[config.mk]
export PLATFORM = sky130hd
export DESIGN_NAME = uart_tx_flat
export DESIGN_NICKNAME = d
export VERILOG_FILES = /design/src/rtl/uart_pkg.sv /design/src/rtl/uart_tx_if.sv /design/src/rtl/uart_tx_baud_gen.sv /design/src/rtl/uart_tx.sv /design/src/flat_wrapper.sv
export SDC_FILE = /design/constraint.sdc
export NUM_CORES = 1
export LEC_CHECK = 0
export CORE_MARGIN = 5
export CORE_UTILIZATION = 56
export CTS_BUF_LIST = sky130_fd_sc_hd__clkbuf_8
export CTS_CLUSTER_SIZE = 28
export DETAILED_ROUTE_END_ITERATION = 10
export HOLD_SLACK_MARGIN = 0.1
export PLACE_DENSITY = 0.79
export SLEW_MARGIN = 20
export SYNTH_ARGS = -nofsm -noshare
export SYNTH_HDL_FRONTEND = slang
export SYNTH_HIERARCHICAL = 1
export SYNTH_SLANG_ARGS = --single-unit
[constraint.sdc]
create_clock -name clk -period 2 [get_ports clk]
set_clock_uncertainty 0.1 [all_clocks]
set_input_delay 0.4 -clock clk [delete_from_list [all_inputs] [get_ports clk]]
set_output_delay 0.4 -clock clk [all_outputs]
set_load 0.01 [all_outputs]
[src/rtl/uart_pkg.sv]
// uart_pkg: shared UART defaults, frame constants and FSM state encoding
// used by both the transmit and receive sides.
package uart_pkg;
    localparam int unsigned DEF_CLK_FREQ  = 50_000_000;
    localparam int unsigned DEF_BAUD_RATE = 115200;
    localparam int unsigned DATA_BITS     = 8;
    localparam int unsigned STOP_BITS     = 1;

    typedef enum logic [1:0] {IDLE, START, DATA, STOP} uart_state_e;

    function automatic int unsigned baud_div(input int unsigned clk_freq, input int unsigned baud_rate);
        return clk_freq / baud_rate;
    endfunction
endpackage

[src/rtl/uart_tx_if.sv]
// uart_tx_if: byte-level request/status bundle plus the serial line of the transmitter.
interface uart_tx_if;
    logic [7:0] tx_data;
    logic       tx_start;
    logic       tx_busy;
    logic       tx_done;
    logic       tx_pin;

    modport master (output tx_data, tx_start, input tx_busy, tx_done, tx_pin);
    modport slave  (input tx_data, tx_start, output tx_busy, tx_done, tx_pin);
endinterface

[src/rtl/uart_tx_baud_gen.sv]
// baud_gen: counts 0..BAUD_DIV-1 and flags the last cycle of each bit period.
module baud_gen #(
    parameter int unsigned BAUD_DIV = 4
) (
    input  logic clk,
    input  logic rst,
    input  logic clear,
    output logic tick
);
    localparam int unsigned CW = BAUD_DIV > 1 ? $clog2(BAUD_DIV) : 1;

    logic [CW-1:0] cnt_q, cnt_d;

    assign tick = cnt_q == CW'(BAUD_DIV - 1);

    always_comb cnt_d = (clear || tick) ? '0 : cnt_q + 1'b1;

    always_ff @(posedge clk) cnt_q <= rst ? '0 : cnt_d;
endmodule

[src/rtl/uart_tx.sv]
// uart_tx: 8N1 serial transmitter; one request accepted per idle period,
// start bit appears the cycle after acceptance.
module uart_tx
    import uart_pkg::*;
#(
    parameter int unsigned CLK_FREQ  = DEF_CLK_FREQ,
    parameter int unsigned BAUD_RATE = DEF_BAUD_RATE
) (
    input  logic       clk,
    input  logic       rst,
    uart_tx_if.slave   bus
);
    localparam int unsigned BAUD_DIV = baud_div(CLK_FREQ, BAUD_RATE);
    localparam int unsigned IW       = $clog2(DATA_BITS);

    generate
        if (BAUD_DIV < 2) begin : g_bad_div
            $error("uart_tx: CLK_FREQ/BAUD_RATE must be at least 2");
        end
    endgenerate

    uart_state_e          state_q, state_d;
    logic [DATA_BITS-1:0] sh_q, sh_d;
    logic [IW-1:0]        idx_q, idx_d;
    logic                 pin_q, pin_d;
    logic                 done_q, done_d;
    logic                 tick;
    logic                 last_bit;

    // Counter is held at zero while idle, so the start bit gets a full period.
    baud_gen #(.BAUD_DIV(BAUD_DIV)) u_baud (
        .clk   (clk),
        .rst   (rst),
        .clear (state_q == IDLE),
        .tick  (tick)
    );

    assign last_bit = idx_q == IW'(DATA_BITS - 1);

    always_comb begin
        state_d = state_q;
        sh_d    = sh_q;
        idx_d   = idx_q;
        pin_d   = pin_q;
        done_d  = 1'b0;
        case (state_q)
            IDLE: if (bus.tx_start) begin
                state_d = START;
                sh_d    = bus.tx_data;
                idx_d   = '0;
                pin_d   = 1'b0;
            end
            START: if (tick) begin
                state_d = DATA;
                pin_d   = sh_q[0];
            end
            // pin is registered, so the next bit is looked up one position ahead
            DATA: if (tick) begin
                state_d = last_bit ? STOP : DATA;
                sh_d    = sh_q >> 1;
                idx_d   = idx_q + 1'b1;
                pin_d   = last_bit ? 1'b1 : sh_q[1];
            end
            STOP: if (tick) begin
                state_d = IDLE;
                pin_d   = 1'b1;
                done_d  = 1'b1;
            end
            default: state_d = IDLE;
        endcase
    end

    always_ff @(posedge clk) begin
        if (rst) begin
            state_q <= IDLE;
            sh_q    <= '0;
            idx_q   <= '0;
            pin_q   <= 1'b1;
            done_q  <= 1'b0;
        end else begin
            state_q <= state_d;
            sh_q    <= sh_d;
            idx_q   <= idx_d;
            pin_q   <= pin_d;
            done_q  <= done_d;
        end
    end

    assign bus.tx_pin  = pin_q;
    assign bus.tx_busy = state_q != IDLE;
    assign bus.tx_done = done_q;
endmodule

[src/flat_wrapper.sv]
// flat-port wrapper written by rule: the top's interface ports become plain ports
module uart_tx_flat import uart_pkg::*;
#(
    parameter int unsigned CLK_FREQ  = DEF_CLK_FREQ,
    parameter int unsigned BAUD_RATE = DEF_BAUD_RATE
)
  (clk, rst, bus_tx_data, bus_tx_start, bus_tx_busy, bus_tx_done, bus_tx_pin);
  uart_tx_if bus_i ();
  input  logic clk;
  input  logic rst;
  input wire logic [$bits(bus_i.tx_data)-1:0] bus_tx_data;
  input wire logic [$bits(bus_i.tx_start)-1:0] bus_tx_start;
  output wire logic [$bits(bus_i.tx_busy)-1:0] bus_tx_busy;
  output wire logic [$bits(bus_i.tx_done)-1:0] bus_tx_done;
  output wire logic [$bits(bus_i.tx_pin)-1:0] bus_tx_pin;
  assign bus_i.tx_data = bus_tx_data;
  assign bus_i.tx_start = bus_tx_start;
  assign bus_tx_busy = bus_i.tx_busy;
  assign bus_tx_done = bus_i.tx_done;
  assign bus_tx_pin = bus_i.tx_pin;
  uart_tx #(.CLK_FREQ(CLK_FREQ), .BAUD_RATE(BAUD_RATE)) u_core (.clk(clk), .rst(rst), .bus(bus_i));
endmodule
* Word-level counts from Yosys, hierarchy flattened
Cells that the tools add are included.
** Cells by class
- Bitwise logic cells :: 1
- Equality and inequality tests :: 9
- Reductions and logical operators :: 8
- Add/sub/neg operators :: 2
- Mux-type cells :: 19
** Operator list (count)
- 8-bit two-way mux :: 2
- 8-bit case mux with 2 select lines :: 1
- 9-bit by 1-bit adder with 9-bit output (second input constant) :: 1
- 9-bit == test (second input constant) :: 1
- 2-bit two-way mux :: 4
- 2-bit inequality test (second input constant) :: 4
- 2-bit case mux with 4 select lines :: 1
- 1-bit two-way mux :: 7
- 3-bit two-way mux :: 2
- 3-bit case mux with 2 select lines :: 1
- 2-bit == test (second input constant) :: 2
- 1-bit case mux with 4 select lines :: 1
- 4-bit AND reduction :: 1
- 2-bit nonzero test :: 2
- 2-bit OR reduction :: 2
- 3-bit by 1-bit adder with 3-bit output (second input constant) :: 1
- 3-bit == test (second input constant) :: 1
- 3-bit AND reduction :: 1
- 2-bit by 1-bit == test with 1-bit output (second input constant) :: 1
- 2-bit zero test :: 1
- 1-bit logical OR :: 1
- 1-bit NOT :: 1
** Word-level totals
- Flip-flop bits (word level) :: 24
- Input bits :: 11
- Word-level logic and storage cells :: 45
- Output and inout bits :: 3

* Depth between registers and ports, before layout
Gate-level depths: netlist of the first run.
- Depth in word-level cells :: 4
- Mapped depth :: 8
- Mapped depth without buffers :: 7

* Cells and area by module
Netlist of the first run, hierarchy kept.
** By module, submodules not included
- uart_tx :: cells each 84, sequential area each 300.3 um^2, area each 878.3 um^2, instances 1
- baud_gen :: cells each 49, sequential area each 180.2 um^2, area each 446.7 um^2, instances 1

* Least setup slack after synthesis of the first run
Ideal clock, no wire load.
- Path kind :: register to register
- Start point :: reg u_core.u_baud.cnt_q[2]
- End point :: reg u_core.pin_q (netlist: u_core/bus.tx_pin)
- Data required time :: 1766 ps
- Cell stages (with the launch flop) :: 7
- Arrival :: 1569 ps
- Clock period less this slack :: 1803 ps
- Slack :: 197 ps
- Library setup time :: 134 ps
- Buffers on the path :: 1
- Cells stage by stage :: dfxtp_1 > or3_4 > nor3_1 > buf_4 > and2b_1 > o31ai_1 > o311ai_1
** On the way
- Cells in the longest elaborated chain, start to end :: 3
- Elaborated cells on any way between the ends :: 5
- Those cells by class :: 4 x eq/ne; 1 x reduce/logical
** RTL lines
- from (decl) :: RTL line uart_tx_baud_gen.sv:12 : logic [CW-1:0] cnt_q, cnt_d;
- from (signal assigned) :: RTL line uart_tx_baud_gen.sv:18 : always_ff @(posedge clk) cnt_q <= rst ? '0 : cnt_d;
- 9-bit == test (*) :: RTL line uart_tx_baud_gen.sv:14 : assign tick = cnt_q == CW'(BAUD_DIV - 1);
- via u_core.tick :: RTL line uart_tx.sv:27 : logic tick;
- 2-bit inequality test (no source line)
- 4-bit AND reduction (no source line) (*)
- to (signal assigned) :: RTL line uart_tx.sv:84 : pin_q <= pin_d;
- to (decl) :: RTL line uart_tx.sv:25 : logic pin_q, pin_d;
The timed path passes the listed nets; every way through them passes the cells marked *.
A chain may end at the register's enable or synchronous reset.

* Worst setup path after layout of the first run
- Start point :: reg u_core.u_baud.cnt_q[6]
- End point :: reg u_core.pin_q (netlist: u_core/bus.tx_pin)
The elaborated chain is that of the path after synthesis.

==> results of run 1 <==
[where the power goes]
part           switching [mW]  leakage [nW]  internal (mW)
clock network           0.141        0.0288          0.175
logic                   0.505         0.358          0.432
registers              0.0806         0.197          0.601
[worst max-delay path, delay by kind of cell, from the launching register on]
family / cells / cell delay (ps)
flip-flops: 1 / 350
buffers and inverters: 1 / 190
AND/OR/NAND/NOR: 3 / 780
AO/OA/AOI/OAI: 2 / 350
[layout make-up]
class	count	area (um^2)
inverters	7	26.3
flip-flops and latches	24	483
well taps	28	35.0
repair buffers	22	200
fillers	180	661
clock buffers	4	55.1
multi-input cells	97	773
[path summary, 6_finish.rpt]
| kind | depth (start not counted) | slack, ps | start | endpoint |
|---|---|---|---|---|
| worst max-delay path | 6 | 110 | u_core/u_baud/cnt_q[6] | u_core/bus.tx_pin |
| worst min-delay path | 2 | 390 | u_core/sh_q[7] | u_core/sh_q[7] |
| worst max register to register | 6 | 110 | u_core/u_baud/cnt_q[6] | u_core/bus.tx_pin |
| worst min register to register | 2 | 390 | u_core/sh_q[7] | u_core/sh_q[7] |
[per-stage QoR]
| stage | cell area [um^2] | setup TNS [ps] | hold slack [ps] | instances |
|---|---|---|---|---|
| 3_5_place_dp | 1510 | 0 | 375 | 177 |
| 3_3_place_gp | 1510 | 0 | 371 | 177 |
| 6_report | 1570 | 0 | 391 | 182 |
| 2_1_floorplan | 1330 | 0 | 349 | 133 |
| 5_1_grt | 1570 | -8.12 | 413 | 182 |
| 4_1_cts | 1560 | 0 | 394 | 181 |
[synth_stat cells, types with 2 or more instances]
cell type,n,share of area [%]
sky130_fd_sc_hd__dfxtp_1,24,36
sky130_fd_sc_hd__a21oi_1,13,4.9
sky130_fd_sc_hd__ha_1,9,8.5
sky130_fd_sc_hd__a211oi_1,8,4.5
sky130_fd_sc_hd__inv_1,7,2.0
sky130_fd_sc_hd__mux2i_1,7,5.3
sky130_fd_sc_hd__nor2_1,6,1.7
sky130_fd_sc_hd__a31oi_1,4,1.9
sky130_fd_sc_hd__nand2_1,4,1.1
sky130_fd_sc_hd__nand4_1,4,1.9
sky130_fd_sc_hd__o21ai_0,4,1.5
sky130_fd_sc_hd__buf_6,3,2.5
sky130_fd_sc_hd__nand2b_1,3,1.4
sky130_fd_sc_hd__nand3_1,3,1.1
sky130_fd_sc_hd__a211oi_2,2,1.9
sky130_fd_sc_hd__o311ai_1,2,1.3
sky130_fd_sc_hd__o31ai_1,2,1.1
sky130_fd_sc_hd__or3_1,2,0.94
sky130_fd_sc_hd__xor2_1,2,1.3
[flip-flops by register name, summed over array words and instances, names as in the netlist]
name / count
u_core/u_baud/cnt_q: 9
u_core/sh_q: 8
u_core/idx_q: 3
u_core/state_q: 2
u_core/bus.tx_done: 1
u_core/bus.tx_pin: 1
[logic make-up after synthesis]
kind of cell | after synthesis | share of synthesized area [%]
buffers and inverters | 12 | 5.38
DFF | 24 | 36.3
adders and majority gates | 9 | 8.50
muxes | 9 | 8.12
and+or+nand+nor | 35 | 17.0
AOI/OAI and AO/OA | 41 | 22.8
xor gates and xnor gates | 3 | 1.98
[what timing repair did]
item	4_1_cts	5_1_grt
endpoints found under the setup margin	1	2
gates cloned	0	0
resized for setup	2	1
setup buffers	0	1
pin swaps	0	0
hold buffers	0	0
[per-layer routing]
layer	share of wire [%]	up-vias	track usage (%)
li1	-	537	-
met2	47	14	28.1
met4	0.46	0	5.50
met3	2.8	2	3.07
met5	0	-	0
met1	50	514	21.6
==> out/results.env, run 1 <==
SYNTHESIS.AREA_PER_INSTANCE_UM2=9.96
SYNTH_AREA_MM2=0.00133
OUTCOME='finished, final reports clean'
DETAIL_ROUTE.ITER0.VIOLATIONS=21
SYNTH-SEQ-CELLS=24
ANTENNA_CELLS=0
REPORT.POWER.TOTAL_mW=1.94
POST_SYNTH_EDFFS=0
PLACE_HPWL_UM=1990
SLOWEST_DELAY_PS=430
GRT_PASS1_WL_UM=4530
SYNTH_SEQUENTIAL_AREA_RATIO_PCT=36.3
CTS-BUFFERS-INSERTED=3
SYNTH-MAIN-FF-CELL='sky130_fd_sc_hd__dfxtp_1'
POST-PLACE-WS_PS=81.3
GPL.FINAL_WEIGHTED_CONGESTION=0.861
CRIT_PATH_START_KIND='flop'
SLEW_OF_THE_PIN_WITH_THE_LOWEST_SLEW_MARGIN_PS=487
FINAL.MIN_CLOCK_PERIOD_PS=1890
FLOORPLAN.ROWS=17
CTS_TREE='yes'
PLACE.PORT_BUFFERS=13
TIMING_MAX_TRANSITION_VIOLATIONS_FINAL=0
FLOORPLAN.DIE_AREA_MM2=0.00344
TIMING.FINAL.HOLD_VIOLATIONS=0
GRT_ANTENNA_BEFORE_REPAIR=0
NUM-NETS-FINAL=175
CTS.SINKS=24
PATH_CELLS='or3_4 -> nor3_1 -> buf_4 -> and2b_1 -> o31ai_1 -> o311ai_1'
MOST_FREQUENT_STANDARD_CELL_IN_THE_LAYOUT_EXCLUDING_FILL_AND_TAP_CELLS='sky130_fd_sc_hd__dfxtp_1'
FLOORPLAN.CORE_AREA_MM2=0.00223
CRITICAL_PATH_ARRIVAL_PS=1930
POWER.STATIC_LEAKAGE_nW=0.584
RELSLEWSLACK_PCT=67.5
CRITPATHREQUIREDTIME_PS=2040
RSZ0062_AT_GRT='true'
GR-TOTAL-OVERFLOW=0
SYNTH-WARNING-COUNT=6
FINAL_CELL_MIX='sky130_fd_sc_hd__dfxtp_1 (22), sky130_fd_sc_hd__a21oi_1 (13), sky130_fd_sc_hd__clkdlybuf4s50_1 (12)'
GRT_PASS1_VIAS=1052
DRT_FIRST_PASS_ITERS=4
SYNTHTOLAYOUTAREAGROWTH_PCT=18.7
POSTSYNTHNETCOUNT=153
TOTALWIRELENGTH_UM=2580
FINAL.SETUP.WORST_SLACK_PS=110
TIMING_WORST_SETUP_PATH_TYPE='reg -> reg'
CLOCK_LATENCY_PS=260
IRDROPWORSTVDD_V=0.000910
SYN-INSTANCE-COUNT=133
CHIPWIDTH_UM=58.6
GRT_START_MAX_NET_PINS=14
CTSROOTBUFFERMASTER='sky130_fd_sc_hd__clkbuf_8'
LARGEST_FANOUT_OF_ANY_NET_ON_THE_CRITICAL_PATH=8
ROUTE.VIAS.TOTAL=1067
FLOORPLAN.INITIALDENSITY_PCT=59.3
CTSLONGESTPATHBUFFERS=2
FINAL_CORE_UTIL_PCT=70.4
SLOWEST_STAGE='sky130_fd_sc_hd__or3_4'
SETUP_VIOLATIONS=0
DRIVE_GT1_SHARE_PCT=19.5
TIMING.CRITICAL_PATH.TO_TYPE='flop'
FMAX_MHz=529
MIN_PATH_TYPE='reg -> reg'
ANT_NETS=0
PWR_DENSITY_CELL_mW_PER_MM2=1230
IOS=14
PERIOD_SHARE_PCT=94.5
WL_PER_CELL_UM=14.2
POSTSYNTH.ASYNCRESETSHARE_PCT=0
GRT_USE_TOTAL_PCT=16.7
CTS.REPORTEDPATHS.CLKPINSLEW_PS=80
FP.DIEH_UM=58.6
NETLIST-CELL-TYPE-COUNT=43
H-TREE-DEPTH=1
ROUTED_VIA_DENSITY=5.86
CAP_VIOLATIONS=0
POST-ROUTE-DRC-COUNT=0
Power figures use the tool's default switching activity.
==> run 2: changes to the inputs <==
--- a/config.mk
+++ b/config.mk
@@ -5,13 +5,13 @@
 export SDC_FILE = /design/constraint.sdc
 export NUM_CORES = 1
 export LEC_CHECK = 0
-export CORE_MARGIN = 5
-export CORE_UTILIZATION = 56
+export CAP_MARGIN = 20
+export CORE_MARGIN = 2
+export CORE_UTILIZATION = 30
 export CTS_BUF_LIST = sky130_fd_sc_hd__clkbuf_8
 export CTS_CLUSTER_SIZE = 28
 export DETAILED_ROUTE_END_ITERATION = 10
 export HOLD_SLACK_MARGIN = 0.1
-export PLACE_DENSITY = 0.79
 export SLEW_MARGIN = 20
 export SYNTH_ARGS = -nofsm -noshare
 export SYNTH_HDL_FRONTEND = slang
==> out/results.env, run 2 (synthesis gave the netlist of run 1 again) <==
OUTCOME='finished, final reports clean'
CLOCK_LATENCY_PS=270  # about the same
SYNTHTOLAYOUTAREAGROWTH_PCT=21.1
PLACE_HPWL_UM=2130  # +6.8%
FP.DIEH_UM=70.5  # +20%
PLACED_CELL_AREA_MM2=0.00154  # +2.5%
TIMING_WORST_SETUP_PATH_TYPE='reg -> reg'
GPL.FINAL_WEIGHTED_CONGESTION=0.852  # -1.0%
FLOORPLAN.DIE_AREA_MM2=0.00496  # +44%
MOST_FREQUENT_STANDARD_CELL_IN_THE_LAYOUT_EXCLUDING_FILL_AND_TAP_CELLS='sky130_fd_sc_hd__dfxtp_1'
CTS.SINKS=24  # unchanged
FINAL_CORE_UTIL_PCT=37.4  # -33 points
GRT_ANTENNA_BEFORE_REPAIR=0  # unchanged
FLOORPLAN.INITIALDENSITY_PCT=30.9  # -28 points
REG2REG_TO='u_core/bus.tx_pin'
LAUNCHING_ELEMENT_OF_THE_WORST_SETUP_PATH='u_core/u_baud/cnt_q[6]'
GRT_PASS1_VIAS=1079  # +2.6%
ANT_NETS=0  # unchanged
WORSTREG2REGSTART='u_core/u_baud/cnt_q[6]'
PERIOD_SHARE_PCT=97.1  # +2.6 points
PWR_DENSITY_CELL_mW_PER_MM2=1230  # about the same
ROUTED_VIA_DENSITY=5.16  # -12%
CTSLONGESTPATHBUFFERS=2  # unchanged
TOTALWIRELENGTH_UM=2820  # +9.4%
LARGEST_FANOUT_OF_ANY_NET_ON_THE_CRITICAL_PATH=10  # +2
GRT_PASS1_WL_UM=4780  # +5.5%
CRITPATHREQUIREDTIME_PS=2050  # about the same
IOS=14  # unchanged
FLOORPLAN.CORE_AREA_MM2=0.00429  # +92%
RELSLEWSLACK_PCT=75.4  # +7.9 points
POST-ROUTE-DRC-COUNT=0  # unchanged
LARGEST_REGISTER_FF_COUNT=9  # unchanged
GRT_USE_TOTAL_PCT=12.1  # -4.6 points
GR-TOTAL-OVERFLOW=0  # unchanged
CTS.REPAIR_TIMING.SETUP_BUFFER_COUNT=0  # unchanged
WORSTREGTOREGCELLS=6  # unchanged
FIN_HOLD_WS_PS=390  # -1.23 ps
STDCELL_AREA_MM2=0.00160  # +2.0%
SETUP_VIOLATIONS=0  # unchanged
CTS-BUFFERS-INSERTED=3  # unchanged
WL_PER_CELL_UM=13.7  # -3.4%
DRIVE_GT1_SHARE_PCT=20.1  # +0.65 points
DRT_FIRST_PASS_ITERS=4  # unchanged
NUM-NETS-FINAL=175  # unchanged
FINAL.MIN_CLOCK_PERIOD_PS=1940  # +51.2 ps
TIMING.CRITICAL_PATH.TO_TYPE='flop'
R2R_SLACK_PS=60  # -50 ps
ROUTE.VIAS.TOTAL=1063  # -0.37%
SLEW_OF_THE_PIN_WITH_THE_LOWEST_SLEW_MARGIN_PS=368  # -119 ps
FINAL_CELL_MIX='sky130_fd_sc_hd__dfxtp_1 (22), sky130_fd_sc_hd__a21oi_1 (13), sky130_fd_sc_hd__clkdlybuf4s50_1 (12)'
FMAX_MHz=515  # -2.6%
H-TREE-DEPTH=1  # unchanged
LARGEST_REGISTER='u_core/u_baud/cnt_q'
ANTENNA_CELLS=0  # unchanged
MIN_PATH_TYPE='reg -> reg'
CAP_VIOLATIONS=0  # unchanged
IRDROPWORSTVDD_V=0.000403  # -56%
TOP_REGS='u_core/u_baud/cnt_q x9, u_core/sh_q x8, u_core/idx_q x3'
GRT_START_MAX_NET_PINS=14  # unchanged
CP-ENDPOINT='u_core/bus.tx_pin'
FLOORPLAN.ROWS=24  # +7
CTS.REPORTEDPATHS.CLKPINSLEW_PS=90  # about the same
CRIT_PATH_START_KIND='flop'
CTSROOTBUFFERMASTER='sky130_fd_sc_hd__clkbuf_8'
CTS_TREE='yes'
CRITICAL_PATH_ARRIVAL_PS=1990  # +60 ps
DETAIL_ROUTE.ITER0.VIOLATIONS=36  # +71%
TIMING.FINAL.HOLD_VIOLATIONS=0  # unchanged
PLACE.PORT_BUFFERS=13  # unchanged
POWER.STATIC_LEAKAGE_nW=0.576  # -1.3%
TIMING_MAX_TRANSITION_VIOLATIONS_FINAL=0  # unchanged
CHIPWIDTH_UM=70.5  # +20%
REPORT.POWER.TOTAL_mW=1.98  # +2.1%
run 2: changes by cell type in the layout (fill, tap and decap cells not counted), sizes merged:
cell	before	now
dlygate4sd2	0	1
dlymetal6s2s	1	0
run 2: what timing repair did:
item                       4_1_cts  5_1_grt
gates cloned                     0        0
setup endpoints to repair        1        3
gates resized for setup          2        2
hold buffers                     0        0
run 2: through the flow:
stage | TNS, ps | std cells | setup WS, ps
floorplan | 0 | 133 | 197
global placement | 0 | 202 | 139
detailed placement | 0 | 202 | 83.0
CTS | 0 | 206 | 70.9
global route | -2.54 | 206 | -2.45
finish | 0 | 206 | 58.4
run 2: layout make-up:
class	instances	area, um^2
flip-flops and latches	24	483
repair buffers	22	196
inverters	7	26.3
well taps	52	65.1
clock buffers	4	55.1
multi-input cells	97	778
fillers	433	2690
run 2: worst min-delay path by stage:
stage / startpoint / end / slack [ps] / cells after the start
finish: u_core/idx_q[1] / u_core/idx_q[1] / 390 / 2
CTS: u_core/sh_q[7] / u_core/sh_q[7] / 390 / 2
floorplan: u_core/sh_q[7] / u_core/sh_q[7] / 350 / 2
global route: u_core/idx_q[0] / u_core/idx_q[0] / 410 / 1
global placement: u_core/idx_q[1] / u_core/idx_q[1] / 370 / 2
detailed placement: u_core/sh_q[7] / u_core/sh_q[7] / 380 / 2
run 2: metal layers:
| metal | vias up | GRT usage (%) | routed length [um] |
|---|---|---|---|
| li1 | 539 | - | - |
| met1 | 512 | 14.1 | 1280 |
| met2 | 8 | 21.0 | 1450 |
| met3 | 4 | 1.88 | 35 |
| met4 | 0 | 7.05 | 59 |
| met5 | - | 0 | 0 |
run 2: critical path: stages (launching register included):
cell                       delay (ps)
sky130_fd_sc_hd__dfxtp_2          350
sky130_fd_sc_hd__or3_4            420
sky130_fd_sc_hd__nor3_1           150
sky130_fd_sc_hd__buf_4            200
sky130_fd_sc_hd__and2b_1          210
sky130_fd_sc_hd__o31ai_1          270
sky130_fd_sc_hd__o311ai_1         130
run 2: report_power, final:
group / switching [mW] / leakage, nW / total [mW] / internal, mW
Sequential: 0.0847 / 0.197 / 0.684 / 0.599
Clock: 0.162 / 0.0288 / 0.338 / 0.176
Combinational: 0.515 / 0.351 / 0.954 / 0.438
Total: 0.762 / 0.576 / 1.98 / 1.21
